===== src/rtl/multicycle_control_fsm_if.sv =====
// Bundle of control/handshake signals between the multi-cycle control unit
// and the rest of the core (instruction register, memories, ALU, PC, reg file).
//
// master : the control unit (drives requests, enables and selects)
// slave  : the datapath / memory side (supplies opcode fields and ready flags)
//
// Signals
//   opcode, funct3        instruction-register fields
//   imem_ready            instruction memory returns data this cycle
//   dmem_ready            data memory completes the access this cycle
//   branch_taken          comparator result, valid in EXEC
//   imem_req, ir_write    fetch request / load instruction register
//   dmem_req, dmem_we     data access request / store write enable
//   mem_width             registered funct3 for load/store width
//   alu_src_a, alu_src_b  ALU operand selects (rs1/pc, rs2/imm)
//   alu_op                00 ADD, 01 SUB, 10 funct-decoded
//   reg_write, wb_sel     register write enable / writeback source
//   pc_write, pc_sel      PC update enable / next-PC source
//   retire                one-cycle pulse per completed instruction
//   trap, trap_cause      sticky trap flag and its cause
//   state_o               current FSM state, for debug
interface multicycle_control_fsm_if;
    logic [6:0] opcode;
    logic [2:0] funct3;
    logic       imem_ready;
    logic       dmem_ready;
    logic       branch_taken;
    logic       imem_req;
    logic       ir_write;
    logic       dmem_req;
    logic       dmem_we;
    logic [2:0] mem_width;
    logic       alu_src_a;
    logic       alu_src_b;
    logic [1:0] alu_op;
    logic       reg_write;
    logic [1:0] wb_sel;
    logic       pc_write;
    logic [1:0] pc_sel;
    logic       retire;
    logic       trap;
    logic [1:0] trap_cause;
    logic [2:0] state_o;

    modport master (
        input  opcode, funct3, imem_ready, dmem_ready, branch_taken,
        output imem_req, ir_write, dmem_req, dmem_we, mem_width,
               alu_src_a, alu_src_b, alu_op, reg_write, wb_sel,
               pc_write, pc_sel, retire, trap, trap_cause, state_o
    );

    modport slave (
        output opcode, funct3, imem_ready, dmem_ready, branch_taken,
        input  imem_req, ir_write, dmem_req, dmem_we, mem_width,
               alu_src_a, alu_src_b, alu_op, reg_write, wb_sel,
               pc_write, pc_sel, retire, trap, trap_cause, state_o
    );
endinterface


===== src/rtl/multicycle_control_fsm.sv =====
// Multi-cycle RV32I control unit. Steps each instruction through
// FETCH/DECODE/EXEC/MEM/WB, handshakes with variable-latency instruction and
// data memories, and parks in a sticky TRAP state on illegal opcodes,
// ECALL/EBREAK or a memory that never answers.
//
// Ports
//   i_clk   system clock, rising edge
//   i_rst   synchronous active-high reset
//   bus     control/handshake bundle (master side), see the interface file
//
// Parameters
//   TIMEOUT_CYCLES  max wait cycles on a ready flag, 0 disables the watchdog
//   ILLEGAL_TRAP    1: unknown opcode traps, 0: it retires as a NOP
//
// state  | meaning
// -------+-------------------------------------------------------------
// FETCH  | request instruction, load IR when imem_ready
// DECODE | capture opcode/funct3, screen for illegal opcodes
// EXEC   | drive ALU controls; branches/FENCE finish here
// MEM    | data access, wait for dmem_ready; stores finish here
// WB     | register-file write and PC update
// TRAP   | sticky; only reset leaves
module multicycle_control_fsm #(
    parameter int TIMEOUT_CYCLES = 16,
    parameter bit ILLEGAL_TRAP   = 1'b1
) (
    input  logic                     i_clk,
    input  logic                     i_rst,
    multicycle_control_fsm_if.master bus
);

    typedef enum logic [2:0] {
        S_FETCH  = 3'd0,
        S_DECODE = 3'd1,
        S_EXEC   = 3'd2,
        S_MEM    = 3'd3,
        S_WB     = 3'd4,
        S_TRAP   = 3'd5
    } state_t;

    localparam logic [6:0] OP_R      = 7'b0110011;
    localparam logic [6:0] OP_I      = 7'b0010011;
    localparam logic [6:0] OP_LOAD   = 7'b0000011;
    localparam logic [6:0] OP_STORE  = 7'b0100011;
    localparam logic [6:0] OP_BRANCH = 7'b1100011;
    localparam logic [6:0] OP_JAL    = 7'b1101111;
    localparam logic [6:0] OP_JALR   = 7'b1100111;
    localparam logic [6:0] OP_LUI    = 7'b0110111;
    localparam logic [6:0] OP_AUIPC  = 7'b0010111;
    localparam logic [6:0] OP_FENCE  = 7'b0001111;
    localparam logic [6:0] OP_SYSTEM = 7'b1110011;

    localparam logic [1:0] CAUSE_ILLEGAL = 2'b01;
    localparam logic [1:0] CAUSE_SYSTEM  = 2'b10;
    localparam logic [1:0] CAUSE_BUS     = 2'b11;

    // A disabled watchdog still needs a 1-bit counter to keep widths legal.
    localparam int              CW     = (TIMEOUT_CYCLES > 0) ? $clog2(TIMEOUT_CYCLES + 1) : 1;
    localparam logic [CW-1:0]   TO_VAL = CW'(TIMEOUT_CYCLES);

    state_t        r_state;
    state_t        w_next;
    logic [6:0]    r_opc;
    logic [2:0]    r_f3;
    logic [CW-1:0] r_wait_cnt;
    logic [1:0]    r_cause;
    logic [1:0]    w_cause_next;
    logic          w_timeout;
    logic          w_waiting;

    logic          w_imem_req;
    logic          w_ir_write;
    logic          w_dmem_req;
    logic          w_dmem_we;
    logic          w_alu_src_a;
    logic          w_alu_src_b;
    logic [1:0]    w_alu_op;
    logic          w_reg_write;
    logic [1:0]    w_wb_sel;
    logic          w_pc_write;
    logic [1:0]    w_pc_sel;
    logic          w_retire;
    logic          w_trap;

    function automatic logic is_legal(input logic [6:0] op);
        case (op)
            OP_R, OP_I, OP_LOAD, OP_STORE, OP_BRANCH, OP_JAL, OP_JALR,
            OP_LUI, OP_AUIPC, OP_FENCE, OP_SYSTEM: is_legal = 1'b1;
            default:                               is_legal = 1'b0;
        endcase
    endfunction

    assign w_timeout = (TIMEOUT_CYCLES != 0) && (r_wait_cnt == TO_VAL);
    assign w_waiting = (r_state == S_FETCH) || (r_state == S_MEM);

    always_ff @(posedge i_clk) begin
        if (i_rst) begin
            r_state    <= S_FETCH;
            r_opc      <= '0;
            r_f3       <= '0;
            r_wait_cnt <= '0;
            r_cause    <= '0;
        end else begin
            r_state <= w_next;
            r_cause <= w_cause_next;
            if (r_state == S_DECODE) begin
                r_opc <= bus.opcode;
                r_f3  <= bus.funct3;
            end
            // Saturating wait counter, restarted on every state change.
            if (w_next != r_state) begin
                r_wait_cnt <= '0;
            end else if ((TIMEOUT_CYCLES != 0) && w_waiting && (r_wait_cnt != TO_VAL)) begin
                r_wait_cnt <= r_wait_cnt + CW'(1);
            end
        end
    end

    // ALU controls follow the latched opcode and are held through MEM so the
    // address computed in EXEC stays stable for the whole access.
    always_comb begin
        w_alu_op    = 2'b00;
        w_alu_src_a = 1'b0;
        w_alu_src_b = 1'b0;
        if ((r_state == S_EXEC) || (r_state == S_MEM)) begin
            case (r_opc)
                OP_R:               w_alu_op = 2'b10;
                OP_I: begin
                    w_alu_op    = 2'b10;
                    w_alu_src_b = 1'b1;
                end
                OP_LOAD, OP_STORE:  w_alu_src_b = 1'b1;
                OP_BRANCH:          w_alu_op = 2'b01;
                OP_AUIPC: begin
                    w_alu_src_a = 1'b1;
                    w_alu_src_b = 1'b1;
                end
                OP_JALR:            w_alu_src_b = 1'b1;
                default: begin
                    w_alu_op    = 2'b00;
                    w_alu_src_a = 1'b0;
                    w_alu_src_b = 1'b0;
                end
            endcase
        end
    end

    always_comb begin
        w_next       = r_state;
        w_cause_next = r_cause;
        w_imem_req   = 1'b0;
        w_ir_write   = 1'b0;
        w_dmem_req   = 1'b0;
        w_dmem_we    = 1'b0;
        w_reg_write  = 1'b0;
        w_wb_sel     = 2'b00;
        w_pc_write   = 1'b0;
        w_pc_sel     = 2'b00;
        w_retire     = 1'b0;
        w_trap       = 1'b0;

        case (r_state)
            S_FETCH: begin
                w_imem_req = 1'b1;
                // Ready takes priority over a coincident timeout.
                if (bus.imem_ready) begin
                    w_ir_write = 1'b1;
                    w_next     = S_DECODE;
                end else if (w_timeout) begin
                    w_next       = S_TRAP;
                    w_cause_next = CAUSE_BUS;
                end
            end
            S_DECODE: begin
                if (is_legal(bus.opcode)) begin
                    w_next = S_EXEC;
                end else if (ILLEGAL_TRAP) begin
                    w_next       = S_TRAP;
                    w_cause_next = CAUSE_ILLEGAL;
                end else begin
                    w_pc_write = 1'b1;
                    w_retire   = 1'b1;
                    w_next     = S_FETCH;
                end
            end
            S_EXEC: begin
                case (r_opc)
                    OP_LOAD, OP_STORE: w_next = S_MEM;
                    OP_BRANCH: begin
                        w_pc_write = 1'b1;
                        w_pc_sel   = bus.branch_taken ? 2'b01 : 2'b00;
                        w_retire   = 1'b1;
                        w_next     = S_FETCH;
                    end
                    OP_FENCE: begin
                        w_pc_write = 1'b1;
                        w_retire   = 1'b1;
                        w_next     = S_FETCH;
                    end
                    OP_SYSTEM: begin
                        w_next       = S_TRAP;
                        w_cause_next = CAUSE_SYSTEM;
                    end
                    default:           w_next = S_WB;
                endcase
            end
            S_MEM: begin
                w_dmem_req = 1'b1;
                w_dmem_we  = (r_opc == OP_STORE);
                if (bus.dmem_ready) begin
                    if (r_opc == OP_STORE) begin
                        w_pc_write = 1'b1;
                        w_retire   = 1'b1;
                        w_next     = S_FETCH;
                    end else begin
                        w_next = S_WB;
                    end
                end else if (w_timeout) begin
                    w_next       = S_TRAP;
                    w_cause_next = CAUSE_BUS;
                end
            end
            S_WB: begin
                w_reg_write = 1'b1;
                w_pc_write  = 1'b1;
                w_retire    = 1'b1;
                w_next      = S_FETCH;
                case (r_opc)
                    OP_LOAD:  w_wb_sel = 2'b01;
                    OP_JAL: begin
                        w_wb_sel = 2'b10;
                        w_pc_sel = 2'b10;
                    end
                    OP_JALR: begin
                        w_wb_sel = 2'b10;
                        w_pc_sel = 2'b11;
                    end
                    OP_LUI:   w_wb_sel = 2'b11;
                    default:  w_wb_sel = 2'b00;
                endcase
            end
            S_TRAP: begin
                w_trap = 1'b1;
            end
            default: begin
                w_next = S_FETCH;
            end
        endcase
    end

    // Reset is synchronous, so the state register may still hold MEM/WB during
    // the reset cycle; gating here guarantees no access, write or retire leaks.
    assign bus.imem_req   = i_rst ? 1'b0  : w_imem_req;
    assign bus.ir_write   = i_rst ? 1'b0  : w_ir_write;
    assign bus.dmem_req   = i_rst ? 1'b0  : w_dmem_req;
    assign bus.dmem_we    = i_rst ? 1'b0  : w_dmem_we;
    assign bus.mem_width  = i_rst ? 3'b000 : r_f3;
    assign bus.alu_src_a  = i_rst ? 1'b0  : w_alu_src_a;
    assign bus.alu_src_b  = i_rst ? 1'b0  : w_alu_src_b;
    assign bus.alu_op     = i_rst ? 2'b00 : w_alu_op;
    assign bus.reg_write  = i_rst ? 1'b0  : w_reg_write;
    assign bus.wb_sel     = i_rst ? 2'b00 : w_wb_sel;
    assign bus.pc_write   = i_rst ? 1'b0  : w_pc_write;
    assign bus.pc_sel     = i_rst ? 2'b00 : w_pc_sel;
    assign bus.retire     = i_rst ? 1'b0  : w_retire;
    assign bus.trap       = i_rst ? 1'b0  : w_trap;
    assign bus.trap_cause = i_rst ? 2'b00 : r_cause;
    assign bus.state_o    = i_rst ? 3'd0  : r_state;

endmodule


===== src/flat_wrapper.sv =====
// flat-port wrapper written by rule: the top's interface ports become plain ports
module multicycle_control_fsm_flat 
#(
    parameter int TIMEOUT_CYCLES = 16,
    parameter bit ILLEGAL_TRAP   = 1'b1
)
  (i_clk, i_rst, bus_opcode, bus_funct3, bus_imem_ready, bus_dmem_ready, bus_branch_taken, bus_imem_req, bus_ir_write, bus_dmem_req, bus_dmem_we, bus_mem_width, bus_alu_src_a, bus_alu_src_b, bus_alu_op, bus_reg_write, bus_wb_sel, bus_pc_write, bus_pc_sel, bus_retire, bus_trap, bus_trap_cause, bus_state_o);
  multicycle_control_fsm_if bus_i ();
  input  logic i_clk;
  input  logic i_rst;
  input wire logic [$bits(bus_i.opcode)-1:0] bus_opcode;
  input wire logic [$bits(bus_i.funct3)-1:0] bus_funct3;
  input wire logic [$bits(bus_i.imem_ready)-1:0] bus_imem_ready;
  input wire logic [$bits(bus_i.dmem_ready)-1:0] bus_dmem_ready;
  input wire logic [$bits(bus_i.branch_taken)-1:0] bus_branch_taken;
  output wire logic [$bits(bus_i.imem_req)-1:0] bus_imem_req;
  output wire logic [$bits(bus_i.ir_write)-1:0] bus_ir_write;
  output wire logic [$bits(bus_i.dmem_req)-1:0] bus_dmem_req;
  output wire logic [$bits(bus_i.dmem_we)-1:0] bus_dmem_we;
  output wire logic [$bits(bus_i.mem_width)-1:0] bus_mem_width;
  output wire logic [$bits(bus_i.alu_src_a)-1:0] bus_alu_src_a;
  output wire logic [$bits(bus_i.alu_src_b)-1:0] bus_alu_src_b;
  output wire logic [$bits(bus_i.alu_op)-1:0] bus_alu_op;
  output wire logic [$bits(bus_i.reg_write)-1:0] bus_reg_write;
  output wire logic [$bits(bus_i.wb_sel)-1:0] bus_wb_sel;
  output wire logic [$bits(bus_i.pc_write)-1:0] bus_pc_write;
  output wire logic [$bits(bus_i.pc_sel)-1:0] bus_pc_sel;
  output wire logic [$bits(bus_i.retire)-1:0] bus_retire;
  output wire logic [$bits(bus_i.trap)-1:0] bus_trap;
  output wire logic [$bits(bus_i.trap_cause)-1:0] bus_trap_cause;
  output wire logic [$bits(bus_i.state_o)-1:0] bus_state_o;
  assign bus_i.opcode = bus_opcode;
  assign bus_i.funct3 = bus_funct3;
  assign bus_i.imem_ready = bus_imem_ready;
  assign bus_i.dmem_ready = bus_dmem_ready;
  assign bus_i.branch_taken = bus_branch_taken;
  assign bus_imem_req = bus_i.imem_req;
  assign bus_ir_write = bus_i.ir_write;
  assign bus_dmem_req = bus_i.dmem_req;
  assign bus_dmem_we = bus_i.dmem_we;
  assign bus_mem_width = bus_i.mem_width;
  assign bus_alu_src_a = bus_i.alu_src_a;
  assign bus_alu_src_b = bus_i.alu_src_b;
  assign bus_alu_op = bus_i.alu_op;
  assign bus_reg_write = bus_i.reg_write;
  assign bus_wb_sel = bus_i.wb_sel;
  assign bus_pc_write = bus_i.pc_write;
  assign bus_pc_sel = bus_i.pc_sel;
  assign bus_retire = bus_i.retire;
  assign bus_trap = bus_i.trap;
  assign bus_trap_cause = bus_i.trap_cause;
  assign bus_state_o = bus_i.state_o;
  multicycle_control_fsm #(.TIMEOUT_CYCLES(TIMEOUT_CYCLES), .ILLEGAL_TRAP(ILLEGAL_TRAP)) u_core (.i_clk(i_clk), .i_rst(i_rst), .bus(bus_i));
endmodule

===== config.mk =====
export PLATFORM = sky130hd
export DESIGN_NAME = multicycle_control_fsm_flat
export DESIGN_NICKNAME = d
export VERILOG_FILES = /design/src/rtl/multicycle_control_fsm_if.sv /design/src/rtl/multicycle_control_fsm.sv /design/src/flat_wrapper.sv
export SDC_FILE = /design/constraint.sdc
export NUM_CORES = 1
export LEC_CHECK = 0
export CELL_PAD_IN_SITES_DETAIL_PLACEMENT = 1
export CELL_PAD_IN_SITES_GLOBAL_PLACEMENT = 1
export CORE_UTILIZATION = 33
export DETAILED_ROUTE_END_ITERATION = 10
export GPL_TIMING_DRIVEN = 0
export PLACE_DENSITY = 0.77
export SLEW_MARGIN = 20
export SYNTH_ARGS = -nofsm -noshare
export SYNTH_HDL_FRONTEND = slang
export SYNTH_SLANG_ARGS = --single-unit

===== constraint.sdc =====
create_clock -name i_clk -period 2.3 [get_ports i_clk]
set_input_delay 0.46 -clock i_clk [delete_from_list [all_inputs] [get_ports i_clk]]
set_output_delay 0.46 -clock i_clk [all_outputs]
set_load 0.02 [all_outputs]

==> results of run 1 <==
routing by layer:
layer	part of all wire	up-vias
met5	0	-
met4	0.0059	0
met3	0.033	2
met2	0.47	36
met1	0.49	758
li1	-	798
layout by cell type, fill, tap and decap left out, types with 4 or more instances in the layout:
master	n
a211oi_1	4
dlygate4sd2_1	7
inv_1	11
o32a_1	4
nor2_1	17
buf_4	11
nor2b_1	7
nor3_1	10
dfxtp_2	5
dfxtp_1	13
clkdlybuf4s50_1	20
clkbuf_2	5
a21oi_1	19
xor2_1	4
nand2_1	28
nand2b_1	4
tightest hold or removal path, delay by kind of cell (launching register included):
family | cells | cell delay, ns
flip-flops | 1 | 0.31
AND/OR/NAND/NOR | 1 | 0.05
AO/OA/AOI/OAI | 1 | 0.05
layout make-up:
| cell class | instances | area (um^2) | share of cell area |
|---|---|---|---|
| Buffer | 12 | 72.6 | 0.0353 |
| Clock buffer | 3 | 41.3 | 0.0201 |
| Inverter | 11 | 41.3 | 0.0201 |
| Multi-Input combinational cell | 153 | 1000 | 0.489 |
| Sequential cell | 20 | 414 | 0.202 |
| Tap cell | 50 | 62.6 | 0.0305 |
| Timing Repair Buffer | 46 | 418 | 0.204 |
cells by family (layout without fill, tap and decap cells):
family          after synthesis  count (layout)  synth area share
compound gates               42              42             0.201
xor+xnor                      5               5            0.0311
fa+ha+maj                     2               2            0.0178
buf+inv                      25              72            0.0765
flops                        20              20             0.285
mux                           1               1           0.00712
simple gates                103             103             0.382
repair_timing:
action	in CTS	in global routing
resized for setup	53	26
hold buffers	0	0
setup buffers	3	6
gates cloned	0	0
setup endpoints to repair	21	14
pin swaps	4	5
registers in the layout, summed over array words and instances, names as in the netlist:
| signal | cells |
|---|---|
| u_core.r_opc | 7 |
| u_core.r_state | 3 |
| u_core.r_wait_cnt | 5 |
| u_core.r_cause | 2 |
| u_core.r_f3 | 3 |
where the power goes:
| part | total, uW | switching, uW | internal (uW) |
|---|---|---|---|
| clock network | 232 | 115 | 117 |
| logic | 362 | 205 | 157 |
| registers | 412 | 33.7 | 378 |
| total | 1010 | 354 | 651 |
worst paths after layout:
kind	start	end	slack (ns)
min reg2reg	u_core.r_f3[1]$_SDFFE_PP0P_	u_core.r_f3[1]$_SDFFE_PP0P_	0.46
max reg2reg	u_core.r_opc[3]$_SDFFE_PP0P_	u_core.r_wait_cnt[4]$_SDFFE_PP0P_	0.34
max	u_core.r_opc[3]$_SDFFE_PP0P_	bus_retire	-0.03
min	u_core.r_f3[1]$_SDFFE_PP0P_	u_core.r_f3[1]$_SDFFE_PP0P_	0.46
stage by stage:
step                cells  instance area (um^2)
floorplan             198                  1440
global placement      285                  1870
detailed placement    285                  1870
CTS                   290                  2000
global route          295                  2050
finish                295                  2050
==> flow_metrics.py, run 1 <==
metrics = {
    "global_routing": {
        "met1_usage": 0.274,
        "grt.met2_usage": 0.346,
        "antenna_found_initial": 0,
        "overflow": 0,
        "grt_pass1_vias": 1456,
        "grt-busiest-layer": "met2",
        "grt_pass1_wl_mm": 7.02,
        "track_usage": 0.206,
        "grt_max_degree": 11,
        "use_met3": 0.0321,
    },
    "pwr": {
        "powerDensity_nw_per_um2": 490,
        "vdd_drop_max_v": 0.000261,
        "p_leak_uw": 0.000804,
        "power_uw": 1010,
    },
    "detailed_routing": {
        "drcViolationCount": 0,
        "vias": 1594,
        "routed_wl_mm": 4.54,
        "final_antenna_net_count": 0,
        "post_drt_wl_per_cell_um": 15.4,
        "dr.first_iter.drc_count": 60,
        "drt-vias-per-instance": 5.40,
        "firstDrtPassIters": 4,
    },
    "yosys": {
        "synth_async_sr_flop_share": 0,
        "syn_avg_cell_area_um2": 7.10,
        "synth_area_leaders": "dfxtp_1, nand2_1, a21oi_1",
        "synth.top_cell.area_share": 0.285,
        "synth_commonest_cells": "nand2_1, nor2_1, a21oi_1, dfxtp_1, nor3_1",
        "synth_flop_cell": "dfxtp_1",
        "synth_edf_count": 0,
        "ys_seq_area_frac": 0.285,
        "synth.distinct_cells": 48,
        "synth_most_common_cell": "nand2_1",
        "yosysWarnings": 0,
        "syn_area_um2": 1410,
        "synth_cells": 198,
        "synth_nets": 215,
        "yosys.area.top_type": "dfxtp_1",
        "synth-seq-cells": 20,
    },
    "worst_setup_path": {
        "r2r_cells": 7,
        "endpoint_kind": "primary output",
        "crit_cells": 7,
        "critPathBufInv": 3,
        "cp-start-kind": "flop",
        "max_stage_delay_ns": 0.38,
        "crit_type": "reg2out",
        "cp_cell_sequence": "nand4bb_4 -> buf_4 -> o32a_1 -> nand2b_4 -> a21oi_4 -> buf_6 -> buf_6",
        "critPathTopFamily": "compound AO/OA/AOI/OAI gates",
        "cp_max_fo": 8,
        "cp.required_ns": 1.84,
        "crit_arrival_ns": 1.87,
        "path_common_cell": "buf_6",
        "crit_path_top_delay_cell": "dfxtp_4",
    },
    "clocking": {
        "clk-insertion-delay-late_ns": 0.26,
        "cts_tree": "yes",
        "clk_pin_slew_ns": 0.07,
        "cts_buffer_depth": 2,
        "cts_buffers": 3,
        "root_buffer": "clkbuf_8",
        "clock_sinks": 20,
        "htreeDepth": 1,
    },
    "sta": {
        "finalCritPeriodShare": 1.01,
        "finalMaxSlewViolations": 0,
        "fin_skew_ns": 0.00985,
        "holdWs_ns": 0.458,
        "rsz0062_at_grt": "true",
        "fin_setup_tns_ns": -0.0321,
        "setup_violations": 1,
        "finalCriticalPeriod_ns": 2.33,
        "report.final.hold_viol_count": 0,
        "worst_slew_margin_rel": 0.665,
        "worst_pin_slew_ns": 0.499,
        "max_freq_ghz": 0.429,
        "final.setup.worst_slack_ns": -0.0321,
    },
    "outcome": {
        "status": "finished with violations",
        "violations": "negative setup slack",
    },
    "floorplan": {
        "boundaryPins": 39,
        "die-width_um": 67.3,
        "fp.dieH_um": 67.3,
        "initial_core_util": 0.347,
        "core_um2": 4060,
        "row_count": 23,
        "die-area_um2": 4530,
    },
    "final_layout": {
        "finish.utilization": 0.506,
        "diodes": 0,
        "nets": 264,
        "drive_gt1_frac": 0.224,
        "syn_to_final_growth_pct": 46.0,
        "fillCellCount": 508,
    },
    "min_path": {
        "whs_path_depth": 2,
        "holdCritPathClass": "reg2reg",
    },
    "run": {
        "drv_cap": 0,
    },
    "place": {
        "gp_congestion": 0.788,
        "pre_cts_slack_ns": -0.654,
        "io_buffer_count": 37,
        "post-dp-hpwl_mm": 3.39,
    },
}
Note: power is estimated with default switching activity, not from simulation.
==> run 2: changes to the inputs <==
Clock period 2.3 ns to 2.5 ns, I/O delays scaled along.
==> run 2 against run 1 <==
Effect of this change:
- cell area decreased by 2.0%
- setup slack gained 0.11 ns
- the flow now finishes without violations
- combinational power fell by 10%
- largest power group unchanged
- highest routed layer unchanged
==> flow_metrics.py, run 2 (synthesis results as in run 1) <==
metrics = {
    "final_layout": {
        "drive_gt1_frac": 0.177,
        "fillCellCount": 513,
        "register_area_um2": 407,
        "largest_register": "u_core.r_opc",
        "layout_commonest_cell": "nand2_1",
        "design_area_um2": 2010,
        "largest_reg_flops": 7,
        "diodes": 0,
        "nets": 262,
        "top_regs": "u_core.r_opc x7, u_core.r_wait_cnt x5",
        "multi_input_area_um2": 988,
        "syn_to_final_growth_pct": 43.1,
        "final_cell_mix": "nand2_1, clkdlybuf4s50_1, a21oi_1, nor2_1, dfxtp_1",
    },
    "floorplan": {
        "fp.dieH_um": 67.3,
        "row_count": 23,
        "die-width_um": 67.3,
        "core_um2": 4060,
        "initial_core_util": 0.347,
        "die-area_um2": 4530,
        "boundaryPins": 39,
    },
    "sta": {
        "rsz0062_at_grt": "false",
        "finalMaxSlewViolations": 0,
        "fin_skew_ns": 0.00166,
        "finalCriticalPeriod_ns": 2.42,
        "worst_slew_margin_rel": 0.655,
        "setup_violations": 0,
        "max_freq_ghz": 0.413,
        "worst_pin_slew_ns": 0.513,
        "report.final.hold_viol_count": 0,
        "holdWs_ns": 0.470,
        "finalCritPeriodShare": 0.969,
    },
    "clocking": {
        "cts_buffers": 3,
        "cts_tree": "yes",
        "root_buffer": "clkbuf_8",
        "clk-insertion-delay-late_ns": 0.26,
        "htreeDepth": 1,
        "clock_sinks": 20,
        "cts_buffer_depth": 2,
        "cts_hold_buf": 0,
        "clk_pin_slew_ns": 0.08,
    },
    "global_routing": {
        "grt_max_degree": 11,
        "grt_pass1_wl_mm": 7.41,
        "grt_pass1_vias": 1525,
        "track_usage": 0.215,
        "overflow": 0,
        "antenna_found_initial": 0,
    },
    "worst_setup_path": {
        "endpoint_kind": "primary output",
        "r2r_start": "u_core.r_opc[5]$_SDFFE_PP0P_",
        "startpoint": "bus_dmem_ready",
        "cp-start-kind": "primary input",
        "cp_max_fo": 4,
        "crit_arrival_ns": 1.92,
        "cp.required_ns": 2.00,
        "crit_type": "in2out",
    },
    "min_path": {
        "holdCritPathClass": "reg2reg",
        "min-delay-start": "u_core.r_f3[1]$_SDFFE_PP0P_",
    },
    "detailed_routing": {
        "final_antenna_net_count": 0,
        "drt-vias-per-instance": 5.41,
        "dr.first_iter.drc_count": 85,
        "routed_wl_mm": 4.60,
        "firstDrtPassIters": 4,
        "post_drt_wl_per_cell_um": 15.7,
        "drcViolationCount": 0,
        "vias": 1585,
    },
    "place": {
        "io_buffer_count": 37,
        "place_area_um2": 1850,
        "post-dp-hpwl_mm": 3.43,
        "gp_congestion": 0.786,
    },
    "pwr": {
        "p_leak_uw": 0.000734,
        "power_uw": 918,
        "vdd_drop_max_v": 0.000202,
        "powerDensity_nw_per_um2": 456,
    },
    "run": {
        "drv_cap": 0,
    },
    "outcome": {
        "status": "complete, no violations",
    },
}
-- run 2: cell types whose count changed in the layout (fill, tap and decap cells not counted), moves of 2 or more --
cell,previous run,this run
clkdlybuf4s50_1,20,26
dfxtp_1,13,17
buf_4,11,8
dfxtp_2,5,2
dlymetal6s2s_1,3,0
buf_6,3,1
-- run 2: path summary, 6_finish.rpt --
check,end,slack [ns],cells past startpoint
worst max-delay path,bus_retire,0.08,6
worst max register to register,u_core.r_wait_cnt[3]$_SDFFE_PP0P_,0.54,7
worst min register to register,u_core.r_f3[1]$_SDFFE_PP0P_,0.47,2
worst min-delay path,u_core.r_f3[1]$_SDFFE_PP0P_,0.47,2
-- run 2: area by class of cell --
type / instances / share of cell area
buffer: 13 / 0.0386
inverter: 11 / 0.0205
timing repair buffer: 43 / 0.196
multi-input combinational: 153 / 0.491
tap: 50 / 0.0311
clock buffer: 3 / 0.0205
sequential: 20 / 0.202
-- run 2: worst max-delay path: stages --
cell and delay (ns):
clkdlybuf4s50_1 0.52, nand2_1 0.09, o32a_1 0.39, a21oi_4 0.17, buf_4 0.12, buf_4 0.12
-- run 2: stage by stage --
stage                     TNS [ns]  worst slack, ns  cells   util
after floorplan            -0.0196          -0.0196    198      -
after global placement       -2.40           -0.717    285  0.457
after detailed placement     -2.30           -0.674    285  0.457
after CTS                        0          0.00188    289  0.480
after global routing             0          0.00746    293  0.496
final                            0           0.0784    293  0.496
-- run 2: timing repair --
| action | 4_1_cts | 5_1_grt |
|---|---|---|
| setup endpoints to repair | 16 | 11 |
| gates resized for setup | 34 | 18 |
| cloned | 0 | 0 |
| buffers inserted | 2 | 4 |
| pin swaps | 3 | 4 |
-- run 2: power by group --
group	internal, uW	leakage (uW)	total (uW)	switching [uW]
Clock	108	0.0000216	219	111
Sequential	347	0.000164	375	28.8
Combinational	136	0.000548	324	188
Total	590	0.000734	918	328
-- run 2: per-layer routing --
metal | up-vias | wire length (um) | global-route usage
li1 | 796 | - | -
met1 | 750 | 2260 | 0.291
met2 | 33 | 2150 | 0.353
met3 | 6 | 135 | 0.0253
met4 | 0 | 55 | 0.0718
met5 | - | 0 | 0
==> run 3: changes to the inputs <==
Settings changed: CORE_MARGIN from default to 3, CORE_UTILIZATION 33 to 31, PLACE_DENSITY 0.77 to 0.73.
==> run 3 against run 2 <==
Effect of this change:
- critical endpoint unchanged
- fmax up 0.41%
- combinational power down 1%
- largest cell class unchanged
- power up 3.0%
- register-to-register slack worse by 0.02 ns
- first-iteration DRC count down 42%
- clock power up 15%
- highest routed layer unchanged
==> flow_metrics.py, run 3 (synthesis results as in run 1) <==
metrics = {
    "sta": {
        "setup_violations": 0,
        "holdWs_ns": 0.453,
        "finalCriticalPeriod_ns": 2.41,
        "report.final.hold_viol_count": 0,
        "fin_skew_ns": 0.00332,
        "worst_slew_margin_rel": 0.639,
        "finalMaxSlewViolations": 0,
        "worst_pin_slew_ns": 0.538,
        "fin_setup_tns_ns": 0,
        "finalCritPeriodShare": 0.965,
        "max_freq_ghz": 0.415,
    },
    "final_layout": {
        "syn_to_final_growth_pct": 42.9,
        "drive_gt1_frac": 0.185,
        "layout_commonest_cell": "nand2_1",
        "final_cell_mix": "nand2_1, clkdlybuf4s50_1, nor2_1, a21oi_1, dfxtp_1",
        "fin_cells": 293,
        "top_regs": "u_core.r_opc x7, u_core.r_wait_cnt x5",
        "largest_register": "u_core.r_opc",
        "diodes": 0,
        "fillCellCount": 521,
        "largest_reg_flops": 7,
        "design_area_um2": 2010,
        "nets": 261,
    },
    "global_routing": {
        "grt_max_degree": 12,
        "track_usage": 0.182,
        "grt_pass1_wl_mm": 7.71,
        "grt_pass1_vias": 1610,
        "overflow": 0,
        "antenna_found_initial": 0,
    },
    "worst_setup_path": {
        "cp_cell_sequence": "nand4bb_4 -> buf_6 -> o32a_1 -> nand2b_4 -> a21oi_2 -> buf_4 -> buf_4",
        "max_stage_delay_ns": 0.37,
        "endpoint_kind": "primary output",
        "ff2ff_setup_slack_ns": 0.52,
        "crit_path_top_delay_cell": "dfxtp_4",
        "crit_arrival_ns": 1.91,
        "path_common_cell": "buf_4",
        "cp-start-kind": "flop",
        "cp.required_ns": 2.00,
        "cp_max_fo": 6,
        "crit_type": "reg2out",
    },
    "clocking": {
        "root_buffer": "clkbuf_8",
        "clk_pin_slew_ns": 0.08,
        "cts_buffer_depth": 2,
        "cts_buffers": 3,
        "clock_sinks": 20,
        "clk-insertion-delay-late_ns": 0.26,
        "htreeDepth": 1,
        "cts_hold_buf": 0,
        "cts_tree": "yes",
    },
    "floorplan": {
        "die-width_um": 73.4,
        "fp.dieH_um": 73.4,
        "die-area_um2": 5380,
        "initial_core_util": 0.337,
        "boundaryPins": 39,
        "row_count": 23,
        "core_um2": 4170,
    },
    "detailed_routing": {
        "route.met2.wl_mm": 2.26,
        "firstDrtPassIters": 4,
        "wl_met1_mm": 2.17,
        "routed_wl_mm": 4.65,
        "dr.first_iter.drc_count": 49,
        "top_layer_used": "met4",
        "drcViolationCount": 0,
        "drt-vias-per-instance": 5.40,
        "final_antenna_net_count": 0,
        "vias": 1583,
        "post_drt_wl_per_cell_um": 15.9,
        "wl_met3_um": 196,
    },
    "pwr": {
        "vdd_drop_max_v": 0.000364,
        "p_leak_uw": 0.000774,
        "power_uw": 946,
        "powerDensity_nw_per_um2": 471,
        "clkPwrFrac": 0.266,
        "p_sw_frac": 0.343,
        "cell_internal_pwr_uw": 621,
        "power_switching_uw": 325,
        "combPwrFrac": 0.338,
        "seq_power_share": 0.396,
    },
    "place": {
        "place_area_um2": 1850,
        "gp_congestion": 0.853,
        "post-dp-hpwl_mm": 3.55,
        "placedCellCount": 285,
        "io_buffer_count": 37,
    },
    "outcome": {
        "status": "complete, no violations",
    },
    "run": {
        "drv_cap": 0,
    },
    "min_path": {
        "holdCritPathClass": "reg2reg",
    },
}
run 3: changes by cell type in the layout (fill, tap and decap cells not counted), sizes merged:
cell / change
clkbuf: +1
clkdlybuf4s50: -2
dlygate4sd2: -1
dlymetal6s2s: +2
run 3: through the flow:
| stage | setup WS, ns | utilization |
|---|---|---|
| after global routing | -0.00265 | 0.482 |
| after global placement | -0.759 | 0.444 |
| after CTS | 0.00199 | 0.469 |
| after floorplan | -0.0196 | - |
| after detailed placement | -0.820 | 0.444 |
| final | 0.0883 | 0.482 |
run 3: worst max-delay path: cells and delay by family, from the launching register on:
family / cells / cell delay, ns
and+or+nand+nor: 2 / 0.42
AOI/OAI and AO/OA: 2 / 0.46
DFF: 1 / 0.37
buffers and inverters: 3 / 0.40
run 3: repair_timing:
action                                 CTS  global route
pin swaps                                3             4
setup buffers                            2             3
resized for setup                       33            26
setup endpoints to repair               16            16
endpoints found under the hold margin    0             0
run 3: power groups by stage:
stage	combinational [uW]	clock, uW	sequential (uW)
3_5_place_dp	314	0	373
5_1_grt	359	272	380
6_report	320	251	375
3_3_place_gp	308	0	371
4_1_cts	315	263	374
2_1_floorplan	207	0	367
run 3: final timing paths:
| check | startpoint | end | cells past startpoint |
|---|---|---|---|
| setup / recovery | u_core.r_opc[3]$_SDFFE_PP0P_ | bus_retire | 7 |
| hold / removal | u_core.r_f3[1]$_SDFFE_PP0P_ | u_core.r_f3[1]$_SDFFE_PP0P_ | 2 |
| setup reg to reg | u_core.r_opc[3]$_SDFFE_PP0P_ | u_core.r_wait_cnt[4]$_SDFFE_PP0P_ | 7 |
| hold reg to reg | u_core.r_f3[1]$_SDFFE_PP0P_ | u_core.r_f3[1]$_SDFFE_PP0P_ | 2 |
run 3: layout make-up:
class | instances | area (um^2) | area share
well taps | 50 | 62.6 | 0.0311
multi-input cells | 153 | 975 | 0.485
plain buffers | 13 | 75.1 | 0.0374
flip-flops and latches | 20 | 409 | 0.204
repair buffers | 42 | 392 | 0.195
inverters | 11 | 41.3 | 0.0205
clock buffers | 4 | 55.1 | 0.0274
run 3: per-layer routing:
metal | track usage | vias up
met5 | 0 | -
met4 | 0.0342 | 0
met3 | 0.0246 | 2
met2 | 0.317 | 31
met1 | 0.242 | 758
li1 | - | 792
